--- src/rtl/ica_result_reader.sv ---
// ica_result_reader
// Consumer end of the FastICA result interface. Each y_valid strobe captures
// {y4,y3,y2,y1} as one frame in a FIFO; frames are streamed out one channel
// per valid/ready transfer through a holding register.
//
// Optional build macro: ICA_SAT_OUT_EN
//   defined   - out_data saturated to signed SAT_W range, sign-extended to DATA_W
//   undefined - out_data is the raw stored sample
//
// Read FSM
//   state | meaning
//   IDLE  | holding register empty, out_valid low, pops as soon as FIFO has a frame
//   SEND  | holding register presents hold[chan]; chan 3 acceptance pops next frame
module ica_result_reader #(
    parameter int DATA_W = 26,
    parameter int DEPTH  = 16,
    parameter int ADDR_W = 4,
    parameter int SAT_W  = 16
) (
    input  logic                     clk,
    input  logic                     rst_n,
    input  logic                     y_valid,
    input  logic signed [DATA_W-1:0] y1,
    input  logic signed [DATA_W-1:0] y2,
    input  logic signed [DATA_W-1:0] y3,
    input  logic signed [DATA_W-1:0] y4,
    output logic signed [DATA_W-1:0] out_data,
    output logic [1:0]               out_chan,
    output logic                     out_last,
    output logic                     out_valid,
    input  logic                     out_ready,
    output logic                     fifo_full,
    output logic                     fifo_empty,
    output logic [ADDR_W:0]          count,
    output logic                     overflow,
    input  logic                     clr_ovf
);

    localparam int FRAME_W = 4 * DATA_W;

    typedef enum logic {IDLE, SEND} state_t;

    state_t               state;
    logic [FRAME_W-1:0]   mem [DEPTH];
    logic [ADDR_W:0]      wr_ptr;
    logic [ADDR_W:0]      rd_ptr;
    logic [FRAME_W-1:0]   hold;
    logic [1:0]           chan;
    logic                 push;
    logic                 pop;
    logic                 accept;
    logic signed [DATA_W-1:0] raw;

    // Pointer-derived status; the extra MSB distinguishes full from empty.
    assign fifo_empty = (wr_ptr == rd_ptr);
    assign fifo_full  = (wr_ptr[ADDR_W] != rd_ptr[ADDR_W]) &&
                        (wr_ptr[ADDR_W-1:0] == rd_ptr[ADDR_W-1:0]);
    assign count      = wr_ptr - rd_ptr;

    // Full is judged on start-of-cycle state, so a same-cycle pop never frees a slot.
    assign push   = y_valid && !fifo_full;
    assign accept = (state == SEND) && out_ready;
    assign pop    = !fifo_empty && ((state == IDLE) || (accept && (chan == 2'd3)));

    // Frame storage write port.
    always_ff @(posedge clk) begin
        if (push)
            mem[wr_ptr[ADDR_W-1:0]] <= {y4, y3, y2, y1};
    end

    // Write pointer.
    always_ff @(posedge clk or negedge rst_n) begin
        if (!rst_n)
            wr_ptr <= '0;
        else if (push)
            wr_ptr <= wr_ptr + 1'b1;
    end

    // Sticky overflow; a drop in the same cycle as a clear keeps the flag set.
    always_ff @(posedge clk or negedge rst_n) begin
        if (!rst_n)
            overflow <= 1'b0;
        else if (y_valid && fifo_full)
            overflow <= 1'b1;
        else if (clr_ovf)
            overflow <= 1'b0;
    end

    // Read FSM: holding register, channel index, read pointer and out_valid.
    always_ff @(posedge clk or negedge rst_n) begin
        if (!rst_n) begin
            state     <= IDLE;
            chan      <= 2'd0;
            hold      <= '0;
            rd_ptr    <= '0;
            out_valid <= 1'b0;
        end else begin
            case (state)
                IDLE: begin
                    if (pop) begin
                        hold      <= mem[rd_ptr[ADDR_W-1:0]];
                        rd_ptr    <= rd_ptr + 1'b1;
                        chan      <= 2'd0;
                        state     <= SEND;
                        out_valid <= 1'b1;
                    end
                end
                SEND: begin
                    if (accept) begin
                        if (chan != 2'd3) begin
                            chan <= chan + 2'd1;
                        end else if (pop) begin
                            hold   <= mem[rd_ptr[ADDR_W-1:0]];
                            rd_ptr <= rd_ptr + 1'b1;
                            chan   <= 2'd0;
                        end else begin
                            state     <= IDLE;
                            out_valid <= 1'b0;
                        end
                    end
                end
                default: begin
                    state     <= IDLE;
                    out_valid <= 1'b0;
                end
            endcase
        end
    end

    // Select the current channel from the holding register.
    always_comb begin
        raw = hold[DATA_W-1:0];
        case (chan)
            2'd0: raw = hold[DATA_W-1:0];
            2'd1: raw = hold[2*DATA_W-1:DATA_W];
            2'd2: raw = hold[3*DATA_W-1:2*DATA_W];
            2'd3: raw = hold[4*DATA_W-1:3*DATA_W];
            default: raw = hold[DATA_W-1:0];
        endcase
    end

`ifdef ICA_SAT_OUT_EN
    // In range when all bits from the SAT_W sign bit upward agree; otherwise clamp by sign.
    always_comb begin
        if ((&raw[DATA_W-1:SAT_W-1]) || !(|raw[DATA_W-1:SAT_W-1]))
            out_data = raw;
        else
            out_data = {{(DATA_W-SAT_W+1){raw[DATA_W-1]}}, {(SAT_W-1){~raw[DATA_W-1]}}};
    end
`else
    assign out_data = raw;
`endif

    assign out_chan = chan;
    assign out_last = out_valid && (chan == 2'd3);

endmodule
--- config.mk ---
export PLATFORM = sky130hd
export DESIGN_NAME = ica_result_reader
export DESIGN_NICKNAME = d
export VERILOG_FILES = /design/src/rtl/ica_result_reader.sv
export SDC_FILE = /design/constraint.sdc
export NUM_CORES = 2
export LEC_CHECK = 0
export CORE_MARGIN = 2
export CORE_UTILIZATION = 41
export CTS_BUF_LIST = sky130_fd_sc_hd__clkbuf_4 sky130_fd_sc_hd__clkbuf_8
export DETAILED_ROUTE_END_ITERATION = 7
export GPL_TIMING_DRIVEN = 0
export PLACE_DENSITY_LB_ADDON = 0.05
export SETUP_SLACK_MARGIN = 0.02
export SYNTH_ARGS = -nofsm -noshare
export SYNTH_HDL_FRONTEND = slang
export SYNTH_SLANG_ARGS = --single-unit
export TNS_END_PERCENT = 100
--- constraint.sdc ---
create_clock -name clk -period 12.3 [get_ports clk]
set_input_delay 2.46 -clock clk [delete_from_list [all_inputs] [get_ports clk]]
set_output_delay 2.46 -clock clk [all_outputs]
set_load 0.1 [all_outputs]
# Word-level counts from Yosys, hierarchy flattened
# Memory sizes are Yosys's and may differ from the RTL's.
# Index checks and enable logic that the tools add are counted.
[classes] add_sub_neg=4 eq_ne=11 n_reduce_logical=14 mux=26 bitwise_logic=1
[ops] operator="$mux 104" n=3
[ops] operator="$pmux 104 s2" n=1
[ops] operator="$pmux 26 s4" n=1
[ops] operator="$mux 5" n=3
[ops] operator="$mux 1" n=11
[ops] operator="$add 5x1->5 const B" n=2
[ops] operator="$pmux 5 s2" n=1
[ops] operator="$ne 2x2->1 const B" n=4
[ops] operator="$logic_and 1x1->1" n=7
[ops] operator="$mux 2" n=3
[ops] operator="$eq 5x5->1" n=1
[ops] operator="$sub 5x5->5" n=1
[ops] operator="$eq 2x2->1 const B" n=2
[ops] operator="$eq 4x4->1" n=1
[ops] operator="$pmux 1 s2" n=2
[ops] operator="$pmux 2 s2" n=1
[ops] operator="$reduce_and 4->1" n=1
[ops] operator="$add 2x1->2 const B" n=1
[ops] operator="$eq 2x1->1 const B" n=1
[ops] operator="$logic_not 1->1" n=2
[ops] operator="$logic_not 2->1" n=1
[ops] operator="$ne 2x1->1 const B" n=1
[ops] operator="$reduce_and 2->1" n=1
[ops] operator="$reduce_bool 2->1" n=1
[ops] operator="3 further kinds" n=3
[word_totals] inputBits=109 memories=1 register_bits=119 output_inout_bits=38 elab_cells=64 mem_bits_rw=1664
[memory_table] memory="mem" depth=16 word_bits=104 rd=1 rd_clocked_by_memory_dff=0 wr=1 line_no="44" text="logic [FRAME_W-1:0] mem [DEPTH];"

# Longest topological paths before layout
[depth] word_depth=8 mapped_depth=10 depth_no_buf=7

# Least setup slack after synthesis
# No wires, ideal clock.
[synth_timing] path_kind="reg2out" start="register chan[0] (netlist: out_chan[0])" end="output out_data[0]" n_path_buf=2 required_time_ps=9840 setup_slack_ps=6189 stages_incl_launch_ff=6 arrival_ps=3651 path_cell_list="dfrtp_1 -> inv_1 -> ha_1 -> clkbuf_1 -> buf_1 -> mux2i_1"
[synth_between] elab_chain_len=2 elab_cells_between_ends=5 cone_classes="eq/ne (3); mux (1); reduce/logical (1)"
[synth_lines] item="start, declared" line_no="48" text="logic [1:0] chan;"
[synth_lines] item="start signal, assigned" line_no="111" text="chan <= chan + 2'd1;"
[synth_lines] item="$eq 2x2->1, or another cell as far along" line_no="133" text="case (chan)"
[synth_lines] item="$pmux 26 s4 (*)" line_no="133"
[synth_lines] item="end, declared" line_no="27" text="output logic signed [DATA_W-1:0] out_data,"
# Mark *: on every way between the ends. The rest lies on a longest branch, timed or not.

# Worst setup path in the final report
[layout_timing] start="register rd_ptr[1]" end="output count[4]"
[layout_between] elab_chain_len=1
[layout_lines] item="start, declared" line_no="46" text="logic [ADDR_W:0] rd_ptr;"
[layout_lines] item="start signal, assigned" line_no="102" text="rd_ptr <= rd_ptr + 1'b1;"
[layout_lines] item="start signal, assigned" line_no="114" text="rd_ptr <= rd_ptr + 1'b1;"
[layout_lines] item="$sub 5x5->5" line_no="58" text="assign count = wr_ptr - rd_ptr;"
[layout_lines] item="end, declared" line_no="34" text="output logic [ADDR_W:0] count,"
# Every way passes these cells.

==> results.sh <==
export IMPL_status="finished with violations"
export IMPL_violations="DRC"
export IMPL_tritoncts="built"
export IMPL_async_reset_ff_frac=0.06674
export IMPL_timing_worst_setup_path_type="register to output port"
export IMPL_worstReg2RegEnd="mem[14][49]$_DFFE_PP_"
export IMPL_crit_fanout=10
export IMPL_postCtsSetupBuffers=0
export IMPL_cts_resized=0
export IMPL_hold_path_class="register to register"
export IMPL_ys_types=39
export IMPL_cp_arrival_ns=5.03
export IMPL_grt_ovfl_total=0
export IMPL_r2r_slack_ns=7.78
export IMPL_syn_area_per_cell_sq_um=18.81
export IMPL_remaining_drc_errors=13
export IMPL_io_buffer_count=146
export IMPL_grt_use_total=0.2335
export IMPL_coreArea_sq_mm=0.1654
export IMPL_p_per_area_mw_per_mm2=254.4
export IMPL_multi_input_area_sq_mm=0.01430
export IMPL_final_area_sq_mm=0.07961
export IMPL_grt_max_degree=64
export IMPL_drive_gt1_frac=0.1747
export IMPL_vdd_drop_max_mv=0.5683
export IMPL_grt_pass1_vias=36709
export IMPL_drt_wl_total_um=199000
export IMPL_antenna_found_initial=18
export IMPL_place_inst=6010
export IMPL_firstDrtPassIters=8
export IMPL_final_core_util=0.4815
export IMPL_area_delta_synth_final_pct=16.35
export IMPL_vias=36443
export IMPL_fmax_ghz=0.1335
export IMPL_ys_warn_count=0
export IMPL_root_buffer="clkbuf_8"
export IMPL_cp_start_kind="register"
export IMPL_clk_latency_ns=1.02
export IMPL_place_area_sq_mm=0.07366
export IMPL_num_fill_cells=13941
export IMPL_leakage_nw=27.22
export IMPL_ff_latch_area_sq_mm=0.05295
export IMPL_setup_tns_ns=0
export IMPL_finalCriticalPeriod_ns=7.492
export IMPL_synth_main_ff_cell="edfxtp_1"
export IMPL_setup_slack_ns=4.808
export IMPL_dp_slack_ns=5.860
export IMPL_ctsHoldBuffers=0
export IMPL_fin_skew_ns=0.05778
export IMPL_initialDrtViolationCount=3402
export IMPL_period_share=0.6091
export IMPL_synth_seq_cells=1783
export IMPL_finalHoldViolCount=0
export IMPL_rows=149
export IMPL_synth_edff_count=1664
export IMPL_ctsLongestPathBuffers=4
export IMPL_die_area_sq_mm=0.1702
export IMPL_drv_slew=0
export IMPL_reg2reg_depth=8
export IMPL_die_h_um=412.5
export IMPL_gp_congestion=0.8780
export IMPL_syn_nets=3761
export IMPL_initial_core_util=0.4138
export IMPL_ios=147
export IMPL_maxCapViolations=0
export IMPL_synth_cells=3638
export IMPL_die_w_um=412.5
export IMPL_synth_top_area_frac=0.7303
export IMPL_rsz0062_at_grt="no"
export IMPL_yosysTopAreaCell="edfxtp_1"
export IMPL_synthesis_area_sq_mm=0.06842
export IMPL_final_setup_viol_count=0
export IMPL_nNetsFinal=4265
export IMPL_maxSlewHeadroom=0.1036
export IMPL_min_from="wr_ptr[4]$_DFFE_PN0P_"
export IMPL_grt_pass1_wl_um=277400
export IMPL_fin_cells=6553
export IMPL_holdPathEnd="wr_ptr[4]$_DFFE_PN0P_"
export IMPL_clk_pin_slew_ns=0.06
export IMPL_h_tree_depth=5
export IMPL_timing_rr_start="rd_ptr[1]$_DFFE_PN0P_"
export IMPL_viasPerCell=5.561
export IMPL_cp_end_kind="output port"
export IMPL_min_path_cells=1
export IMPL_synth_area_leaders="edfxtp_1 (73%), mux2i_1 (9.5%), dfrtp_1 (4.4%)"
export IMPL_worst_pin_slew_ns=1.340
export IMPL_numClockSinks=1783
export IMPL_wire_per_inst_um=30.37
export IMPL_crit_required_ns=9.84
export IMPL_postRouteAntennaNets=0
export IMPL_dp_hpwl_um=122800
export IMPL_numCtsBuffers=319
export IMPL_ys_seq_area_frac=0.7738
## flip-flops by register name (all words and copies together), names as in the netlist
register,cells
hold,104
out_chan,2
overflow,1
mem,1664
wr_ptr,5
state,1
out_valid,1
rd_ptr,5
## synthesized netlist by cell type (8+ instances only)
cell type and count:
edfxtp_1 1664, mux2i_1 651, a21oi_1 212, o22ai_1 209, dfrtp_1 119, nor2_1 109, a2bb2oi_1 104, clkbuf_1 104
mux4_2 104, a211oi_1 94, buf_2 65, buf_4 38, inv_1 38, a222oi_1 26, ha_1 13, a211oi_2 10
buf_1 10, xnor2_1 9, and3_1 8, nand2_1 8
## logic make-up (layout without fill, tap and decap cells)
group / Yosys count / count (layout) / synth area share
muxes: 755 / 755 / 0.1295
AOI/OAI and AO/OA: 666 / 666 / 0.06499
buffers and inverters: 261 / 984 / 0.01814
xor gates and xnor gates: 13 / 13 / 0.001664
other: 0 / 3 / 0
DFF: 1783 / 1783 / 0.7738
and+or+nand+nor: 146 / 146 / 0.009289
adders and majority gates: 14 / 14 / 0.002670
## stage by stage
| stage | hold WS (ns) | total power, mW |
|---|---|---|
| after floorplan | 0.4763 | 12.07 |
| after global placement | 0.5144 | 15.14 |
| after detailed placement | 0.5163 | 15.12 |
| after CTS | 0.5239 | 20.43 |
| after global routing | 0.5610 | 21.02 |
| final | 0.5225 | 20.25 |
## how the worst max path moves through the flow
stage / cells after the start / startpoint / endpoint / slack, ns
2_1_floorplan: 5 / out_chan[0]$_DFFE_PN0N_ / out_data[0] / 6.19
3_3_place_gp: 3 / y_valid / mem[15][46]$_DFFE_PP_ / 2.02
3_5_place_dp: 8 / rd_ptr[1]$_DFFE_PN0P_ / count[4] / 5.86
4_1_cts: 8 / rd_ptr[1]$_DFFE_PN0P_ / count[4] / 4.71
5_1_grt: 8 / rd_ptr[1]$_DFFE_PN0P_ / count[4] / 4.63
6_report: 8 / rd_ptr[1]$_DFFE_PN0P_ / count[4] / 4.81
## where the power goes
part	internal (mW)	total, mW	leakage [nW]	switching (mW)
registers	7.39	7.67	16.3	0.276
clock network	2.90	5.27	3.15	2.38
logic	2.24	7.31	7.73	5.07
## cell type report
class	instances	share of cell area
multi-input combinational	1594	0.1796
timing repair buffer	183	0.03054
buffer	222	0.01378
clock buffer	455	0.06962
inverter	39	0.001839
antenna	3	0.00009430
sequential	1783	0.6650
tap	2189	0.03440
clock inverter	85	0.005045
## placed cells by master (no fill, tap or decap), types with 3 or more instances in the layout
| cell type | instances |
|---|---|
| a211oi_1 | 93 |
| a211oi_2 | 11 |
| a21oi_1 | 212 |
| a222oi_1 | 26 |
| a2bb2oi_1 | 104 |
| and2_4 | 4 |
| and3_4 | 8 |
| and4_4 | 4 |
| buf_1 | 10 |
| buf_12 | 4 |
| buf_16 | 32 |
| buf_2 | 65 |
| buf_4 | 39 |
| buf_6 | 6 |
| clkbuf_1 | 102 |
| clkbuf_4 | 115 |
| clkbuf_8 | 340 |
| clkdlybuf4s50_1 | 145 |
| clkinv_1 | 59 |
| clkinv_2 | 17 |
| clkinvlp_4 | 8 |
| dfrtp_1 | 119 |
| diode_2 | 3 |
| edfxtp_1 | 1664 |
| ha_1 | 13 |
| inv_1 | 38 |
| mux2i_1 | 651 |
| mux4_2 | 104 |
| nand2_1 | 8 |
| nand4_1 | 4 |
| nor2_1 | 109 |
| o21ai_0 | 4 |
| o22ai_1 | 209 |
| xnor2_1 | 9 |
| xor2_1 | 4 |
## critical path: stages, from the launching register on
cell             delay, ns
dfrtp_1               0.46
buf_2                 0.51
buf_2                 0.44
inv_1                 0.18
fa_1                  0.46
a21o_1                0.18
a21oi_1               0.19
xnor2_1               0.32
clkdlybuf4s50_1       1.26
## metal layers
layer,routed length [um],up-vias,GRT usage,part of all wire
met2,90470,1317,0.3558,0.45
met3,14750,394,0.05905,0.074
met1,86950,18898,0.3240,0.44
met4,6758,16,0.08564,0.034
met5,78,-,0,0.00039
li1,-,15818,-,-
Power figures use the tool's default switching activity.
